File: config.mk
export PLATFORM = sky130hd
export DESIGN_NAME = fetch_stage
export DESIGN_NICKNAME = d
export VERILOG_FILES = /design/src/rtl/fetch_stage.sv
export SDC_FILE = /design/constraint.sdc
export NUM_CORES = 1
export LEC_CHECK = 0
export BUFFER_PORTS_ARGS = -buffer_cell sky130_fd_sc_hd__buf_4
export CORE_MARGIN = 3
export CORE_UTILIZATION = 56
export CTS_BUF_LIST = sky130_fd_sc_hd__clkbuf_4 sky130_fd_sc_hd__clkbuf_8
export DETAILED_ROUTE_END_ITERATION = 16
export PLACE_DENSITY = 0.92
export SETUP_SLACK_MARGIN = 0.05
export SLEW_MARGIN = 20
export SYNTH_ARGS = -nofsm -noshare
export SYNTH_HDL_FRONTEND = slang
export SYNTH_SLANG_ARGS = --single-unit
File: constraint.sdc
create_clock -name clk -period 2.9 [get_ports clk]
set_clock_uncertainty 0.2 [all_clocks]
set_input_delay 0.58 -clock clk [delete_from_list [all_inputs] [get_ports clk]]
set_output_delay 0.58 -clock clk [all_outputs]
set_load 0.05 [all_outputs]
File: src/rtl/fetch_stage.sv
// fetch_stage: MIPS IF stage plus IF/ID pipeline register.
// Owns the fetch PC and a single-outstanding-request handshake to instruction
// memory. It honours hazard stalls, redirects on branches resolved in decode,
// and inserts bubbles into decode while instruction memory has not returned data.
//
// Ports:
//   clk, reset_n           clock and synchronous active-low reset
//   stallF, stallD         hazard-unit stalls (always driven equal)
//   pcsrcD, pcbranchD      taken branch from decode and its target
//   imem_req, imem_addr    fetch request and address (address = pcF)
//   imem_rvalid,imem_rdata fetch completion and instruction word
//   instrD, pcplus4D       IF/ID instruction (0 when bubble) and PC+4
//   validD                 IF/ID holds a real instruction
//   pcF                    current fetch PC
module fetch_stage #(
  parameter logic [31:0] RESET_PC = 32'h0000_0000
) (
  input  logic        clk,
  input  logic        reset_n,
  input  logic        stallF,
  input  logic        stallD,
  input  logic        pcsrcD,
  input  logic [31:0] pcbranchD,
  output logic        imem_req,
  output logic [31:0] imem_addr,
  input  logic        imem_rvalid,
  input  logic [31:0] imem_rdata,
  output logic [31:0] instrD,
  output logic [31:0] pcplus4D,
  output logic        validD,
  output logic [31:0] pcF
);

  localparam int unsigned XLEN = 32;

  typedef enum logic [1:0] {
    FETCH = 2'd0,
    HOLD  = 2'd1,
    DROP  = 2'd2
  } state_e;

  state_e            state_q, state_d;
  logic [XLEN-1:0]   pc_q, pc_d;
  logic [XLEN-1:0]   pending_q, pending_d;
  logic [XLEN-1:0]   buf_instr_q, buf_instr_d;
  logic [XLEN-1:0]   buf_pc4_q, buf_pc4_d;
  logic [XLEN-1:0]   instr_q, instr_d;
  logic [XLEN-1:0]   pc4_q, pc4_d;
  logic              valid_q, valid_d;

  logic              done;
  logic              redirect;
  logic [XLEN-1:0]   pc_plus4;

  // Request is live in FETCH and DROP, but never while reset is held.
  assign imem_req  = reset_n && (state_q != HOLD);
  assign imem_addr = pc_q;
  assign done      = imem_req && imem_rvalid;
  assign redirect  = pcsrcD && !stallD;
  assign pc_plus4  = pc_q + XLEN'(4);

  assign pcF      = pc_q;
  assign instrD   = instr_q;
  assign pcplus4D = pc4_q;
  assign validD   = valid_q;

  // Next-state and IF/ID update; branches follow the redirect-first priority.
  always_comb begin
    state_d     = state_q;
    pc_d        = pc_q;
    pending_d   = pending_q;
    buf_instr_d = buf_instr_q;
    buf_pc4_d   = buf_pc4_q;
    instr_d     = instr_q;
    pc4_d       = pc4_q;
    valid_d     = valid_q;

    if (redirect) begin
      instr_d = '0;
      pc4_d   = '0;
      valid_d = 1'b0;
      unique case (state_q)
        FETCH: begin
          if (done) begin
            pc_d    = pcbranchD;
            state_d = FETCH;
          end else begin
            pending_d = pcbranchD;
            state_d   = DROP;
          end
        end
        HOLD: begin
          pc_d    = pcbranchD;
          state_d = FETCH;
        end
        DROP: begin
          pending_d = pcbranchD;
          state_d   = DROP;
        end
        default: state_d = FETCH;
      endcase
    end else begin
      unique case (state_q)
        DROP: begin
          // The discarded word must never be presented as valid.
          if (done || !stallD) begin
            instr_d = '0;
            pc4_d   = '0;
            valid_d = 1'b0;
          end
          if (done) begin
            pc_d    = pending_q;
            state_d = FETCH;
          end
        end
        FETCH: begin
          if (done && !stallF) begin
            instr_d = imem_rdata;
            pc4_d   = pc_plus4;
            valid_d = 1'b1;
            pc_d    = pc_plus4;
          end else if (done) begin
            buf_instr_d = imem_rdata;
            buf_pc4_d   = pc_plus4;
            state_d     = HOLD;
          end else if (!stallD) begin
            instr_d = '0;
            pc4_d   = '0;
            valid_d = 1'b0;
          end
        end
        HOLD: begin
          if (!stallD) begin
            instr_d = buf_instr_q;
            pc4_d   = buf_pc4_q;
            valid_d = 1'b1;
            pc_d    = pc_plus4;
            state_d = FETCH;
          end
        end
        default: state_d = FETCH;
      endcase
    end
  end

  // State and pipeline registers with synchronous active-low reset.
  always_ff @(posedge clk) begin
    if (!reset_n) begin
      state_q     <= FETCH;
      pc_q        <= RESET_PC;
      pending_q   <= '0;
      buf_instr_q <= '0;
      buf_pc4_q   <= '0;
      instr_q     <= '0;
      pc4_q       <= '0;
      valid_q     <= 1'b0;
    end else begin
      state_q     <= state_d;
      pc_q        <= pc_d;
      pending_q   <= pending_d;
      buf_instr_q <= buf_instr_d;
      buf_pc4_q   <= buf_pc4_d;
      instr_q     <= instr_d;
      pc4_q       <= pc4_d;
      valid_q     <= valid_d;
    end
  end

endmodule

==> impl_metrics.toml, run 1 <==
[status]
run_status = "finished clean"

[die]
io-pin-count = 200
placement_rows = 45
chipWidth_um = 133
die-height_um = 133
dieArea_um2 = 17600
starting_density_of_the_core = 0.581
core_area_um2 = 15500

[route]
drt_pre_antenna_iters = 5
ant_nets = 0
via_per_inst = 5.91
postRouteWirelength_mm = 25.1
drtIter0Drc = 803
avgRoutedWirePerCell_um = 17.2
drc = 0
via_count = 8614

[synth]
synthesized_area_per_cell_um2 = 8.14
synthCells = 1105
synth_cell_type_count = 64
async_set_or_reset_flop_fraction_in_the_synthesized_netlist = 0
synth_area_um2 = 9000
synth.yosys.warnings = 0
syn-num-nets = 1180
synth_enable_flop_cells = 0
synth_sequential_area_ratio = 0.434
postSynth.topFlopCell = "sky130_fd_sc_hd__dfxtp_1"
yosys_register_bits = 195

[clocking]
clkSinkCount = 195
max-clock-path-buffers = 2
cts.htree.levels = 4
cts_inserted_buffers = 17
cts_tree = "done"
master_cell_of_the_clock_root_buffer = "sky130_fd_sc_hd__clkbuf_8"
clock_latency_ns = 0.48
hold_buffers = 0
clk_pin_slew_ns = 0.09

[layout]
area_growth_pct = 21.2
antenna_cells = 0
post_layout_nonfiller_instances = 1457
final_layout_size_suffix_gt1_frac = 0.235
num-nets-final = 1311

[timing]
post-route-min-period_ns = 2.64
finalSetupViolations = 0
hold_viol = 0
finalSetupTns_ns = 0
timing.fmax_mhz = 379
worst_slack_ns = 0.263
grt_setup_unrepaired = "no"
timing.final.max_slew_violations = 0
max_slew.worst_pin.slew_ns = 0.814
min_period_over_period = 0.909
slew_headroom = 0.457

[grt]
total_routing_usage_reported_by_global_routing = 0.280
grt_antenna_before_repair = 0
first_global_vias = 8080
grt_overflow = 0
grt_first_pass_wirelength_mm = 40.7
grt_max_degree = 90

[placement]
port-buffer-count = 199
finalWeightedCongestion = 0.935
detailed_place_hpwl_mm = 17.5
placement.setup.worst_slack_ns = 0.224
post-place-cells = 1424

[run]
cap_viol_max_count = 0

[worst_hold_path]
hp-class = "in2reg"
hold_depth = 3

[critical_path]
timing.critical_path.buf_inv = 0
crit_slowest_cell = "sky130_fd_sc_hd__nor4_4"
timing.critical_path.arrival_ns = 2.81
cp_cell_sequence = "ha_1, nand3_2, nor4_4, nand2_1, xor2_1, a21oi_1, o311a_1"
worstSetupStartpointType = "flip-flop"
critPathCaptureType = "flip-flop"
worstSetupPathDepth = 7
timing.setup.critical_path_class = "reg2reg"
worst-r2r-cell-count = 7
slowest_delay_ns = 0.57
cpLargestDelayFamily = "simple AND/OR/NAND/NOR gates"
timing.critical_path.fanout_max = 7
critPathRequiredTime_ns = 3.07

[power_and_ir_drop]
power_switching_share = 0.357
power.switching_w = 0.00238
share_seq_of_total_power = 0.455
worst_ir_drop_vdd_v = 0.000328
internal-power_w = 0.00428
p_leak_nw = 4.54
pwr-share-comb = 0.284
p_clk_frac = 0.260
power.density_cell_area_nw_per_um2 = 611
tightest hold or removal path, stage by stage:
cell and delay (ns):
sky130_fd_sc_hd__buf_4 0.11, sky130_fd_sc_hd__nand2_1 0.04, sky130_fd_sc_hd__a21boi_1 0.05
cell families after synthesis:
kind of cell,after synthesis,synth area share
AO/OA/AOI/OAI,314,0.244
flip-flops,195,0.434
XOR/XNOR,27,0.0263
multiplexers,1,0.00111
AND/OR/NAND/NOR,428,0.214
adder cells (fa/ha/maj),5,0.00695
buffers and inverters,135,0.0744
flip-flops by register name (all words and copies together), names as in the netlist:
name	cells
imem_addr	32
pending_q	32
pcplus4D	32
buf_instr_q	32
buf_pc4_q	32
validD	1
instrD	32
state_q	2
per-layer routing:
layer,share of wire,vias to the layer above,GRT usage
met2,0.47,446,0.459
met3,0.095,46,0.0601
met1,0.41,4029,0.363
met4,0.024,0,0.107
li1,-,4093,-
met5,0,-,0
per-stage QoR:
stage	power (W)	util	hold slack (ns)	instance area [µm²]
floorplan	0.00441	-	0.232	9000
global placement	0.00492	0.678	0.238	10500
detailed placement	0.00496	0.678	0.245	10500
CTS	0.00665	0.702	0.132	10900
global route	0.00695	0.704	0.123	10900
finish	0.00666	0.704	0.141	10900
power groups by stage:
stage               registers (W)  logic (W)  clock network, W
floorplan                 0.00345   0.000952                 0
global placement          0.00308    0.00184                 0
detailed placement        0.00309    0.00187                 0
CTS                       0.00303    0.00187           0.00174
global route              0.00306    0.00202           0.00187
finish                    0.00303    0.00189           0.00173
cell usage in the layout (no fill, tap or decap), drive strengths merged, types with 6 or more instances in the layout:
cell / n
buf: 239
dfxtp: 195
nand2: 180
nor2: 128
a21boi: 71
a21oi: 68
o21ai: 63
nor3: 49
a221oi: 48
nand3: 21
xnor2: 20
clkbuf: 20
o211a: 17
a211oi: 9
nor3b: 9
inv: 9
xor2: 7
nand4: 7
and2: 6
cells in the mapped netlist, types with 2 or more instances:
master                        n  area share
sky130_fd_sc_hd__a2111oi_2    2      0.0033
sky130_fd_sc_hd__a211oi_1     9      0.0075
sky130_fd_sc_hd__a21boi_0    39       0.033
sky130_fd_sc_hd__a21boi_1    32       0.027
sky130_fd_sc_hd__a21o_1       3      0.0025
sky130_fd_sc_hd__a21oi_1     67       0.037
sky130_fd_sc_hd__a221oi_1    48       0.047
sky130_fd_sc_hd__a22oi_1      4      0.0033
sky130_fd_sc_hd__a2bb2oi_1    3      0.0029
sky130_fd_sc_hd__a31oi_1      4      0.0028
sky130_fd_sc_hd__and2_1       6      0.0042
sky130_fd_sc_hd__and3_1       3      0.0021
sky130_fd_sc_hd__and4_1       3      0.0029
sky130_fd_sc_hd__buf_1        3      0.0013
sky130_fd_sc_hd__buf_2       16      0.0089
sky130_fd_sc_hd__buf_4       38       0.032
sky130_fd_sc_hd__clkbuf_1    70       0.029
sky130_fd_sc_hd__dfxtp_1    195        0.43
sky130_fd_sc_hd__ha_1         5      0.0070
sky130_fd_sc_hd__inv_1        8      0.0033
sky130_fd_sc_hd__nand2_1    180       0.075
sky130_fd_sc_hd__nand2b_1     2      0.0014
sky130_fd_sc_hd__nand3_1     19       0.011
sky130_fd_sc_hd__nand4_1      6      0.0042
sky130_fd_sc_hd__nor2_1     128       0.053
sky130_fd_sc_hd__nor2b_1      5      0.0035
sky130_fd_sc_hd__nor3_1      49       0.027
sky130_fd_sc_hd__nor3b_1      9      0.0075
sky130_fd_sc_hd__nor4_4       2      0.0047
sky130_fd_sc_hd__o211a_1     17       0.019
sky130_fd_sc_hd__o211ai_1     5      0.0042
sky130_fd_sc_hd__o21ai_0     59       0.033
sky130_fd_sc_hd__o21ai_1      4      0.0022
sky130_fd_sc_hd__o22ai_1      2      0.0014
sky130_fd_sc_hd__o31a_1       2      0.0019
sky130_fd_sc_hd__or2_2        2      0.0014
sky130_fd_sc_hd__or3_1        4      0.0028
sky130_fd_sc_hd__xnor2_1     20       0.019
sky130_fd_sc_hd__xor2_1       7      0.0068
timing repair:
action / CTS / global route
setup buffers: 0 / 4
gates resized for setup: 0 / 3
setup endpoints to repair: 0 / 55
endpoints found under the hold margin: 0 / 0
cell type report:
type / count / area [µm²]
inverters: 8 / 30.0
fillers: 1233 / 4580
multi-input cells: 775 / 4460
well taps: 211 / 264
repair buffers: 239 / 1870
flip-flops and latches: 195 / 3900
clock inverters: 9 / 108
clock buffers: 20 / 269
final timing paths:
check | endpoint | slack, ns | start
hold reg to reg | pending_q[14] | 0.25 | pending_q[14]
setup / recovery | imem_addr[22] | 0.26 | imem_addr[3]
setup reg to reg | imem_addr[22] | 0.26 | imem_addr[3]
hold / removal | pending_q[12] | 0.14 | pcbranchD[12]
(Power assumes the default switching activity.)
==> run 2: changes to the inputs <==
--- a/config.mk
+++ b/config.mk
@@ -10,7 +10,8 @@
 export CORE_UTILIZATION = 56
 export CTS_BUF_LIST = sky130_fd_sc_hd__clkbuf_4 sky130_fd_sc_hd__clkbuf_8
 export DETAILED_ROUTE_END_ITERATION = 16
-export PLACE_DENSITY = 0.92
+export PLACE_DENSITY = 0.82
+export RECOVER_POWER = 25
 export SETUP_SLACK_MARGIN = 0.05
 export SLEW_MARGIN = 20
 export SYNTH_ARGS = -nofsm -noshare
==> run 2 against run 1 <==
  * Combinational power decreased by 5%
  * Worst hold slack improved by 0.012 ns
  * Register-to-register slack got worse by 0.02 ns
  * Die area unchanged
  * Clock power about the same
  * Design area decreased by 3.4%
  * Via count decreased by 1.7%
  * Count of clock-buffer cells in the layout decreased by 2
  * Sequential power about the same
  * Largest cell class unchanged
  * Highest routed layer unchanged
==> impl_metrics.toml, run 2 (synthesis gave the netlist of run 1 again) <==
[layout]
final_layout_size_suffix_gt1_frac = 0.166
final_common_cell = "sky130_fd_sc_hd__dfxtp_1"
num-nets-final = 1304
area_growth_pct = 17.1
post_layout_nonfiller_instances = 1452
antenna_cells = 0
most-common-layout-cells = "sky130_fd_sc_hd__dfxtp_1, sky130_fd_sc_hd__nand2_1, sky130_fd_sc_hd__buf_4"

[timing]
finalSetupTns_ns = 0
hold_viol = 0
timing.fmax_mhz = 377
grt_setup_unrepaired = "no"
slew_headroom = 0.417
timing.final.max_slew_violations = 0
min_period_over_period = 0.915
max_slew.worst_pin.slew_ns = 0.874
finalSetupViolations = 0
timing.hold.ws_ns = 0.153
post-route-min-period_ns = 2.65

[route]
via_per_inst = 5.83
drc = 0
postRouteWirelength_mm = 25.0
drtIter0Drc = 747
via_count = 8464
ant_nets = 0
avgRoutedWirePerCell_um = 17.2
drt_pre_antenna_iters = 5

[placement]
post-place-cells = 1421
detailed_place_hpwl_mm = 16.9
finalWeightedCongestion = 0.905
port-buffer-count = 199

[clocking]
cts_tree = "done"
cts.htree.levels = 4
clk_pin_slew_ns = 0.10
clock_latency_ns = 0.48
cts_setup_buffers = 0
hold_buffers = 0
cts_inserted_buffers = 17
master_cell_of_the_clock_root_buffer = "sky130_fd_sc_hd__clkbuf_8"
max-clock-path-buffers = 2
clkSinkCount = 195

[run]
cap_viol_max_count = 0

[die]
chipWidth_um = 133
dieArea_um2 = 17600
io-pin-count = 200
starting_density_of_the_core = 0.581
core_area_um2 = 15500
placement_rows = 45
die-height_um = 133

[critical_path]
worstSetupStartpointType = "flip-flop"
critPathRequiredTime_ns = 3.10
timing.critical_path.fanout_max = 26
timing.critical_path.arrival_ns = 2.86
timing.setup.critical_path_class = "reg2reg"
critPathCaptureType = "flip-flop"

[power_and_ir_drop]
p_leak_nw = 4.17
power.density_cell_area_nw_per_um2 = 622
worst_ir_drop_vdd_v = 0.000401

[grt]
grt_antenna_before_repair = 0
grt_first_pass_wirelength_mm = 40.3
total_routing_usage_reported_by_global_routing = 0.279
first_global_vias = 7909
grt_max_degree = 99
grt_overflow = 0

[worst_hold_path]
hp-class = "in2reg"

[status]
run_status = "finished clean"
==> run 2: changes by cell type in the layout (fill, tap and decap cells not counted), sizes merged <==
cell,before,now
clkinv,4,6
clkinvlp,2,4
buf,239,151
clkbuf,20,99
==> run 2: routing by layer <==
layer / up-vias / GRT usage / share of wire
li1: 4083 / - / -
met1: 3972 / 0.370 / 0.43
met2: 372 / 0.458 / 0.48
met3: 37 / 0.0548 / 0.073
met4: 0 / 0.0924 / 0.022
met5: - / 0 / 0
==> run 2: repair_timing <==
item,4_1_cts,5_1_grt
endpoints found under the hold margin,0,0
setup endpoints to repair,0,51
gates resized for setup,0,4
==> run 2: path summary, 6_finish.rpt <==
path,start,end,slack (ns),depth (start not counted)
worst max-delay path,state_q[0],pcplus4D[22],0.25,9
worst max register to register,state_q[0],pcplus4D[22],0.25,9
worst min register to register,pending_q[14],pending_q[14],0.26,2
worst min-delay path,pcbranchD[14],pending_q[14],0.15,3
==> run 2: cell type report <==
cell class                      instances  area (µm²)
Fill cell                            1352        4950
Sequential cell                       195        3900
Timing Repair Buffer                  232        1500
Tap cell                              211         264
Inverter                                8        30.0
Clock buffer                           18         248
Multi-Input combinational cell        775        4460
Clock inverter                         13         136
==> run 2: metrics by stage <==
step | util | worst slack, ns | cell area [µm²] | total power, W
2_1_floorplan | - | 0.0826 | 9000 | 0.00441
3_3_place_gp | 0.675 | 0.344 | 10400 | 0.00492
3_5_place_dp | 0.675 | 0.248 | 10400 | 0.00495
4_1_cts | 0.699 | 0.209 | 10800 | 0.00665
5_1_grt | 0.680 | 0.0636 | 10500 | 0.00686
6_report | 0.680 | 0.246 | 10500 | 0.00655
==> run 2: worst max-delay path, cell delays in order, from the launching register on <==
cell and delay (ns):
sky130_fd_sc_hd__dfxtp_1 0.42, sky130_fd_sc_hd__inv_1 0.08, sky130_fd_sc_hd__ha_1 0.35, sky130_fd_sc_hd__and4b_1 0.27, sky130_fd_sc_hd__buf_4 0.16, sky130_fd_sc_hd__a21oi_1 0.25
sky130_fd_sc_hd__nand2_2 0.08, sky130_fd_sc_hd__buf_4 0.24, sky130_fd_sc_hd__or3_1 0.39, sky130_fd_sc_hd__a21oi_1 0.13
==> run 2: power breakdown <==
part           internal [W]  switching (W)
clock              0.000781       0.000948
sequential          0.00285       0.000170
combinational      0.000530        0.00127
==> run 3: changes to the inputs <==
--- a/config.mk
+++ b/config.mk
@@ -5,6 +5,7 @@
 export SDC_FILE = /design/constraint.sdc
 export NUM_CORES = 1
 export LEC_CHECK = 0
+export ABC_AREA = 1
 export BUFFER_PORTS_ARGS = -buffer_cell sky130_fd_sc_hd__buf_4
 export CORE_MARGIN = 3
 export CORE_UTILIZATION = 56
==> run 3 against run 2 <==
  * Clock power up 3%
  * Sequential cell count unchanged
  * Highest routed layer unchanged
  * Register-to-register slack improved by 0.08 ns
  * First-iteration DRC count decreased by 13%
  * Count of clock-buffer cells in the layout is 1 lower
  * Global-route usage rose by 0.67 points
  * Maximum frequency is 3.2% higher
==> impl_metrics.toml, run 3 <==
[die]
io-pin-count = 200
placement_rows = 46
dieArea_um2 = 18500
starting_density_of_the_core = 0.583
die-height_um = 136
chipWidth_um = 136
core_area_um2 = 16200

[route]
postRouteWirelength_mm = 27.0
drt_pre_antenna_iters = 6
avgRoutedWirePerCell_um = 15.4
drtIter0Drc = 649
drc = 0
via_per_inst = 5.44
ant_nets = 0
via_count = 9542

[synth]
synth_top_area_cell = "sky130_fd_sc_hd__dfxtp_1"
synth_area_um2 = 9460
synthTopCellsByCount = "sky130_fd_sc_hd__nand2_1, sky130_fd_sc_hd__dfxtp_1, sky130_fd_sc_hd__a21oi_1"
synth_top_area_frac = 0.412
postSynth.topFlopCell = "sky130_fd_sc_hd__dfxtp_1"
synth.top_cells.by_area = "sky130_fd_sc_hd__dfxtp_1, sky130_fd_sc_hd__nand2_1, sky130_fd_sc_hd__a21oi_1, sky130_fd_sc_hd__o21ai_0, sky130_fd_sc_hd__nor2_1"
synth_sequential_area_ratio = 0.412
yosys_register_bits = 195
synth.yosys.warnings = 0
syn-num-nets = 1475
synth.most_common_cell = "sky130_fd_sc_hd__nand2_1"
synthesized_area_per_cell_um2 = 6.76
synthCells = 1400
synth_cell_type_count = 34
synth_enable_flop_cells = 0
async_set_or_reset_flop_fraction_in_the_synthesized_netlist = 0

[worst_hold_path]
hold_depth = 3
worstHoldStart = "imem_rdata[11]"
hp-class = "in2reg"
worst_case_hold_path_end_point = "buf_instr_q[11]"

[timing]
timing.fmax_mhz = 389
slew_headroom = 0.544
finalSetupViolations = 0
hold_viol = 0
timing.final.max_slew_violations = 0
max_slew.worst_pin.slew_ns = 0.684
min_period_over_period = 0.887
finalSetupTns_ns = 0
post-route-min-period_ns = 2.57
grt_setup_unrepaired = "no"

[clocking]
master_cell_of_the_clock_root_buffer = "sky130_fd_sc_hd__clkbuf_8"
cts_tree = "done"
hold_buffers = 0
cts_setup_buffers = 0
clkSinkCount = 195
ctsResizeCount = 0
max-clock-path-buffers = 2
cts_inserted_buffers = 17
clock_latency_ns = 0.48
cts.htree.levels = 4
clk_pin_slew_ns = 0.11

[placement]
detailed_place_hpwl_mm = 19.0
finalWeightedCongestion = 0.945
cell_area_after_placement_um2 = 10800
post-place-cells = 1723
port-buffer-count = 199

[power_and_ir_drop]
worst_ir_drop_vdd_v = 0.000345
p_leak_nw = 4.64
power.density_cell_area_nw_per_um2 = 584

[grt]
grt_first_pass_wirelength_mm = 42.7
first_global_vias = 8561
grt_antenna_before_repair = 0
grt_overflow = 0
total_routing_usage_reported_by_global_routing = 0.285
grt_max_degree = 77

[critical_path]
worstSetupStartpointType = "flip-flop"
timing.setup.critical_path_class = "reg2reg"
timing.critical_path.arrival_ns = 2.79
worst-r2r-cell-count = 10
r2r_start = "imem_addr[2]"
timing.critical_path.fanout_max = 7
regToRegSetupSlack_ns = 0.33
r2r-end = "pcplus4D[14]"
critPathCaptureType = "flip-flop"
critPathRequiredTime_ns = 3.12

[layout]
final_layout_size_suffix_gt1_frac = 0.131
area_growth_pct = 15.2
layout.filler_cells = 1531
antenna_cells = 0
most-common-layout-cells = "sky130_fd_sc_hd__nand2_1, sky130_fd_sc_hd__dfxtp_1, sky130_fd_sc_hd__a21oi_1"
final_common_cell = "sky130_fd_sc_hd__nand2_1"
post_layout_nonfiller_instances = 1755
final_design_area_no_fill_um2 = 10900
num-nets-final = 1601

[run]
cap_viol_max_count = 0

[status]
run_status = "finished clean"
## run 3: cell families (layout without fill, tap and decap cells)
group,after synthesis,after routing,share of synthesized area
and+or+nand+nor,554,554,0.235
DFF,195,195,0.412
adders and majority gates,5,5,0.00661
AOI/OAI and AO/OA,386,386,0.211
buffers and inverters,245,384,0.121
xor gates and xnor gates,15,15,0.0139
## run 3: layout make-up
cell class,instances,area [µm²],area share
clock buffers,17,234,0.0215
clock inverters,15,168,0.0154
inverters,130,490,0.0450
multi-input cells,960,4420,0.405
flip-flops and latches,195,3900,0.358
well taps,216,270,0.0248
repair buffers,222,1420,0.130
## run 3: power by group
group | internal, W | switching [W]
Clock | 0.000718 | 0.00106
Combinational | 0.000448 | 0.00115
Sequential | 0.00283 | 0.000168
Total | 0.00399 | 0.00238
## run 3: routing by layer
metal / part of all wire / routed length [µm] / vias up / GRT usage
met3: 0.076 / 2050 / 43 / 0.0437
li1: - / - / 4704 / -
met1: 0.43 / 11700 / 4383 / 0.390
met4: 0.020 / 527 / 0 / 0.0829
met5: 0 / 0 / - / 0
met2: 0.47 / 12700 / 412 / 0.469
## run 3: metrics by stage
step | utilization | hold WS [ns] | total power [W] | worst slack, ns
final | 0.672 | 0.135 | 0.00637 | 0.327
after global routing | 0.672 | 0.122 | 0.00662 | 0.103
after CTS | 0.690 | 0.125 | 0.00641 | 0.386
after detailed placement | 0.665 | 0.246 | 0.00466 | 0.458
after global placement | 0.665 | 0.235 | 0.00464 | 0.463
after floorplan | - | 0.224 | 0.00422 | 0.547
## run 3: worst max-delay path, stage by stage (launching register included)
cell and delay (ns):
sky130_fd_sc_hd__dfxtp_1 0.54, sky130_fd_sc_hd__ha_1 0.27, sky130_fd_sc_hd__nand2_1 0.09, sky130_fd_sc_hd__nor2_2 0.21, sky130_fd_sc_hd__nand2_1 0.18, sky130_fd_sc_hd__nor2_2 0.18, sky130_fd_sc_hd__xor2_1 0.46, sky130_fd_sc_hd__nand2_1 0.11
sky130_fd_sc_hd__nand2_1 0.10, sky130_fd_sc_hd__nand2_1 0.06, sky130_fd_sc_hd__a21oi_1 0.12
## run 3: how the worst max path moves through the flow
stage	startpoint	end	depth (start not counted)
2_1_floorplan	state_q[1]	instrD[0]	13
3_3_place_gp	imem_addr[2]	pcplus4D[26]	10
3_5_place_dp	reset_n	pcplus4D[11]	11
4_1_cts	imem_addr[2]	pcplus4D[26]	10
5_1_grt	state_q[1]	pcplus4D[22]	10
6_report	imem_addr[2]	pcplus4D[14]	10
